**src/rtl/iob_sub_seq.sv**
```systemverilog
`default_nettype none
// ============================================================================
// iob_sub_seq : sequential N-operand subtractor, one subtrahend per cycle,
//               valid/ready on both sides, exact sticky borrow.
// Revision    : 1.0
// ============================================================================
module iob_sub_seq #(
  parameter int W = 21,
  parameter int N = 21
) (
  input  logic           clk_i,
  input  logic           arst_n_i,
  input  logic           cke_i,
  input  logic           in_valid_i,
  output logic           in_ready_o,
  input  logic [N*W-1:0] in_i,
  output logic           out_valid_o,
  input  logic           out_ready_i,
  output logic [W-1:0]   diff_o,
  output logic           borrow_o
);
  localparam int            KW     = ($clog2(N) < 1) ? 1 : $clog2(N);
  localparam logic [KW-1:0] K_LAST = KW'(N - 1);

  localparam logic [1:0] S_IDLE = 2'd0;
  localparam logic [1:0] S_RUN  = 2'd1;
  localparam logic [1:0] S_DONE = 2'd2;

  logic [1:0]    state_q, state_d;
  logic [W-1:0]  op_q [N];
  logic [W-1:0]  op_d [N];
  logic [W-1:0]  acc_q, acc_d;
  logic [W-1:0]  diff_q, diff_d;
  logic          brw_q, brw_d;
  logic          bout_q, bout_d;
  logic [KW-1:0] k_q, k_d;
  logic [W-1:0]  sub_w;
  logic          step_brw_w;

  always_ff @(posedge clk_i or negedge arst_n_i) begin
    if (!arst_n_i) begin
      state_q <= S_IDLE;
    end else if (cke_i) begin
      state_q <= state_d;
    end
  end

  always_comb begin
    state_d = state_q;
    case (state_q)
      S_IDLE:  if (in_valid_i) state_d = S_RUN;
      S_RUN:   if (k_q == K_LAST) state_d = S_DONE;
      S_DONE:  if (out_ready_i) state_d = S_IDLE;
      default: state_d = S_IDLE;
    endcase
  end

  always_comb begin
    in_ready_o  = (state_q == S_IDLE);
    out_valid_o = (state_q == S_DONE);
    diff_o      = diff_q;
    borrow_o    = bout_q;
  end

  assign sub_w      = op_q[k_q];
  assign step_brw_w = (acc_q < sub_w);

  // The result registers are written only on the final step, so diff_o and
  // borrow_o never show intermediate accumulator values.
  always_comb begin
    op_d   = op_q;
    acc_d  = acc_q;
    brw_d  = brw_q;
    k_d    = k_q;
    diff_d = diff_q;
    bout_d = bout_q;
    if (state_q == S_IDLE && in_valid_i) begin
      for (int j = 0; j < N; j++) begin
        op_d[j] = in_i[j*W +: W];
      end
      acc_d = in_i[W-1:0];
      brw_d = 1'b0;
      k_d   = KW'(1);
    end else if (state_q == S_RUN) begin
      acc_d = acc_q - sub_w;
      brw_d = brw_q | step_brw_w;
      k_d   = k_q + KW'(1);
      if (k_q == K_LAST) begin
        diff_d = acc_q - sub_w;
        bout_d = brw_q | step_brw_w;
      end
    end
  end

  always_ff @(posedge clk_i or negedge arst_n_i) begin
    if (!arst_n_i) begin
      for (int j = 0; j < N; j++) begin
        op_q[j] <= '0;
      end
      acc_q  <= '0;
      brw_q  <= 1'b0;
      k_q    <= '0;
      diff_q <= '0;
      bout_q <= 1'b0;
    end else if (cke_i) begin
      op_q   <= op_d;
      acc_q  <= acc_d;
      brw_q  <= brw_d;
      k_q    <= k_d;
      diff_q <= diff_d;
      bout_q <= bout_d;
    end
  end

endmodule
`default_nettype wire

```
**config.mk**
```make
export PLATFORM = sky130hd
export DESIGN_NAME = iob_sub_seq
export DESIGN_NICKNAME = d
export VERILOG_FILES = /design/src/rtl/iob_sub_seq.sv
export SDC_FILE = /design/constraint.sdc
export NUM_CORES = 1
export LEC_CHECK = 0
export BUFFER_PORTS_ARGS = -buffer_cell sky130_fd_sc_hd__clkbuf_2
export CAP_MARGIN = 20
export CORE_MARGIN = 2
export CORE_UTILIZATION = 60
export CTS_BUF_LIST = sky130_fd_sc_hd__clkbuf_16
export DETAILED_ROUTE_END_ITERATION = 10
export HOLD_SLACK_MARGIN = 0.1
export PLACE_DENSITY = 0.86
export SLEW_MARGIN = 0
export SYNTH_ARGS = -nofsm -noshare
export SYNTH_HDL_FRONTEND = slang
export SYNTH_SLANG_ARGS = --single-unit
```
**constraint.sdc**
```tcl
create_clock -name clk_i -period 10.8 [get_ports clk_i]
set_clock_uncertainty 0.2 [all_clocks]
set_input_delay 1.08 -clock clk_i [delete_from_list [all_inputs] [get_ports clk_i]]
set_output_delay 1.08 -clock clk_i [all_outputs]
set_load 0.05 [all_outputs]
```
==> results.md <==
- PortBufs: roughly 470
- PostCTS Resize Cnt: 0
- Max stage delay on crit path: roughly 790 ps
- Detailed placement HPWL: around 52 mm
- # setup viols final: 0
- Worst-Skew Late Latency: around 600 ps
- CTS Hold Buffers Added: 0
- Most frequent cells in the layout: nand2_1 (1479), dfrtp_1 (489), clkbuf_2 (468)
- Footprint of the multi-input gates: between 0.01 and 0.015 mm^2
- # nets final: approximately 3400
- Xor and xnor area share after synthesis: 0.749%
- Placer congestion estimate: between 0.9 and 1
- Leakage power: approximately 15 nW
- Area leader, netlist: dfrtp_1
- Outcome: finished clean
- FP Rows: about 70
- Crit end category: flop
- Top cells by area, synth: dfrtp_1 (53%), nand2_1 (24%), mux4_2 (10%)
- Core area: around 0.039 mm^2
- Die Ht: between 200 and 250 um
- CTS buffer count: between 50 and 60
- Tcrit/Tclk final: approximately 47%
- Final TNS setup: 0 ps
- EDFF count, synth: 0
- FMAX: 0.195 GHz
- Total vias in the final route: approximately 20000
- FF+latch count, synth: a little under 500
- Unrepaired setup endpoints after global routing: no
- Dpl cell area: ~0.026 mm^2
- Fraction of layout cells with a size suffix above 1: between 20% and 30%
- I/O pins: 470
- Cell area after layout: 0.0275 mm^2
- Post-synthesis sequential area ratio: roughly 53%
- Die Area: between 0.04 and 0.05 mm^2
- Final min period: approximately 5100 ps
- CTS H-tree depth: 2
- Relative slew slack: under 10%
- Multiplexer share of the synthesized area: 10.7%
- CP Data Required Time: about 11000 ps
- Largest family of logic cells by synthesized area: simple AND/OR/NAND/NOR gates
- Clk slew on worst S/H paths: approximately 70 ps
- YS warnings: 0
- Crit Path Class: reg -> reg
- CTS root buffer: clkbuf_16
- Hold Vio Cnt, Final: 0
- PwrDens: between 300 and 400 mW/mm^2
- CP Data Arrival Time: ~5400 ps
- Iter 0 DRT Violations: between 2000 and 2500
- First-pass GRT wire length: between 100 and 150 mm
- Final core area utilization: between 70 and 80%
- Pin count of the biggest net entering global routing: around 270
- Post CTS Setup Buffer Count: 0
- Mean Syn Cell Area: approximately 9 um^2
- DRT Pass-1 Iters: 6
- Deepest clock path buffer count: 3
- Avg Vias per Cell: slightly below 6
- Worst vdd ir: between 0.15 and 0.2 mV
- CTS tree: yes
- Register area: between 0.01 and 0.015 mm^2
- Vias in the first global route: 20688
- Crit-path slowest cell: dfrtp_4
- Worst Hold Class: reg -> reg
- Fillers: between 2000 and 3000
- Syn Inst Count: approximately 2600
- Count of placed standard cells including taps: 3427
- Synth unique cells: 68
- Post-Synth Adder-Cell Area: 1.32%
- Synth Area in Simple Gates: 25.5%
- Top cell type's share of synthesized area: roughly 53%
- Commonest non-fill, non-tap cell in the layout: nand2_1
- Most frequent CP cell: inv_1
- Critical path fanouts, max: 53
- Tightest Pin Transition: roughly 1400 ps
- Gr ovfl total: 0
- Routed len/inst: about 21 um
- Final cell count without fillers: 3520
- Final wirelength: roughly 73 mm
- Final Max Tran Viols: 0
- Post-synth ARST share: 100%
- Compound-Gate Fraction of Synth Area: ~5.6%
- CP startpoint kind: flop
- Synth Net Count: 3048
- Max-cap viol count: 0
- Total track usage: a little over a third
- Commonest register cell after synthesis: dfrtp_1
- Die width: ~200 um
- Synthesized area: between 0.02 and 0.025 mm^2
- Antenna-violating nets left: 0
- DRC: 0
- Initial core utilization: 60.6%
- Critical-path cell list: buf_4, inv_1, and2_1, a211oi_1, o32a_1, inv_1, fa_1, nor2b_1, o31ai_2, a21oi_1, nor2_1, o21ai_1, xor2_1, a221o_1
- Clock Sinks: ~490
- Area Overhead vs Synth: 17.5%
- Antenna violations before repair: 2
-- critical path: cells and delay by family (launching register included) --
family / cells / cell delay [ps]
DFF: 1 / 790
buffers and inverters: 3 / 1390
AOI/OAI and AO/OA: 6 / 1410
and+or+nand+nor: 3 / 670
xor gates and xnor gates: 1 / 100
adders and majority gates: 1 / 420
-- synth_stat cells (8+ instances only) --
| library cell | number |
|---|---|
| ha_1 | 23 |
| nor2_1 | 31 |
| xor2_1 | 9 |
| nand2_1 | 1480 |
| mux4_2 | 105 |
| nand3_1 | 9 |
| buf_1 | 11 |
| a21oi_1 | 75 |
| inv_1 | 9 |
| buf_4 | 9 |
| clkbuf_1 | 55 |
| xnor2_1 | 11 |
| dfrtp_1 | 492 |
| a31oi_1 | 8 |
| o21ai_1 | 9 |
| o21ai_0 | 25 |
| a22oi_1 | 22 |
| o22a_1 | 19 |
| buf_2 | 81 |
-- worst paths after layout --
check	from	endpoint	slack, ps	cells after the start
setup / recovery	k_q[1]	acc_q[14]	5680	14
hold / removal	op_q[21]	op_q[21]	270	2
setup reg to reg	k_q[1]	acc_q[14]	5680	14
hold reg to reg	op_q[21]	op_q[21]	270	2
max in group asynchronous	arst_n_i	op_q[334]	7700	3
min in group asynchronous	arst_n_i	op_q[70]	380	1
-- final cells by class --
cell class                 instances  area share [%]
antenna                            1         0.00911
clock buffer                      53            4.83
clock inverter                    37           0.924
inverter                          10           0.137
multi-input combinational       1916            37.4
sequential                       492            44.8
tap                              518            2.36
timing repair buffer             493            9.47
-- flip-flops by register name, indices dropped and copies added, names as in the netlist --
signal,flops
state_q,2
acc_q,21
borrow_o,1
k_q,5
diff_o,21
op_q,441
brw_q,1
-- per-layer routing --
layer / up-vias / track usage (%) / wire length, um
met5: - / 0 / 17
met4: 2 / 19.9 / 4090
met3: 246 / 7.24 / 6630
met2: 1091 / 57.0 / 34400
met1: 9993 / 48.5 / 27700
li1: 9100 / - / -
-- per-stage QoR --
| stage | worst slack [ps] | hold slack (ps) | total power (W) |
|---|---|---|---|
| global route | 5410 | 287 | 0.00878 |
| global placement | 5680 | 252 | 0.00643 |
| floorplan | 7080 | 240 | 0.00546 |
| CTS | 5630 | 272 | 0.00827 |
| finish | 5680 | 269 | 0.00832 |
| detailed placement | 5660 | 257 | 0.00655 |
-- kinds of logic (layout without fill, tap and decap cells) --
logic type	after synthesis	in the layout
fa+ha+maj	24	24
buf+inv	170	593
compound gates	198	198
simple gates	1557	1557
xor+xnor	20	20
flops	492	492
other cells	0	1
mux	117	117
-- report_power, final --
part           internal, W  switching (W)
sequential         0.00253       0.000507
clock             0.000955       0.000739
combinational      0.00147        0.00212
total              0.00495        0.00337
Power figures use the tool's default switching activity.
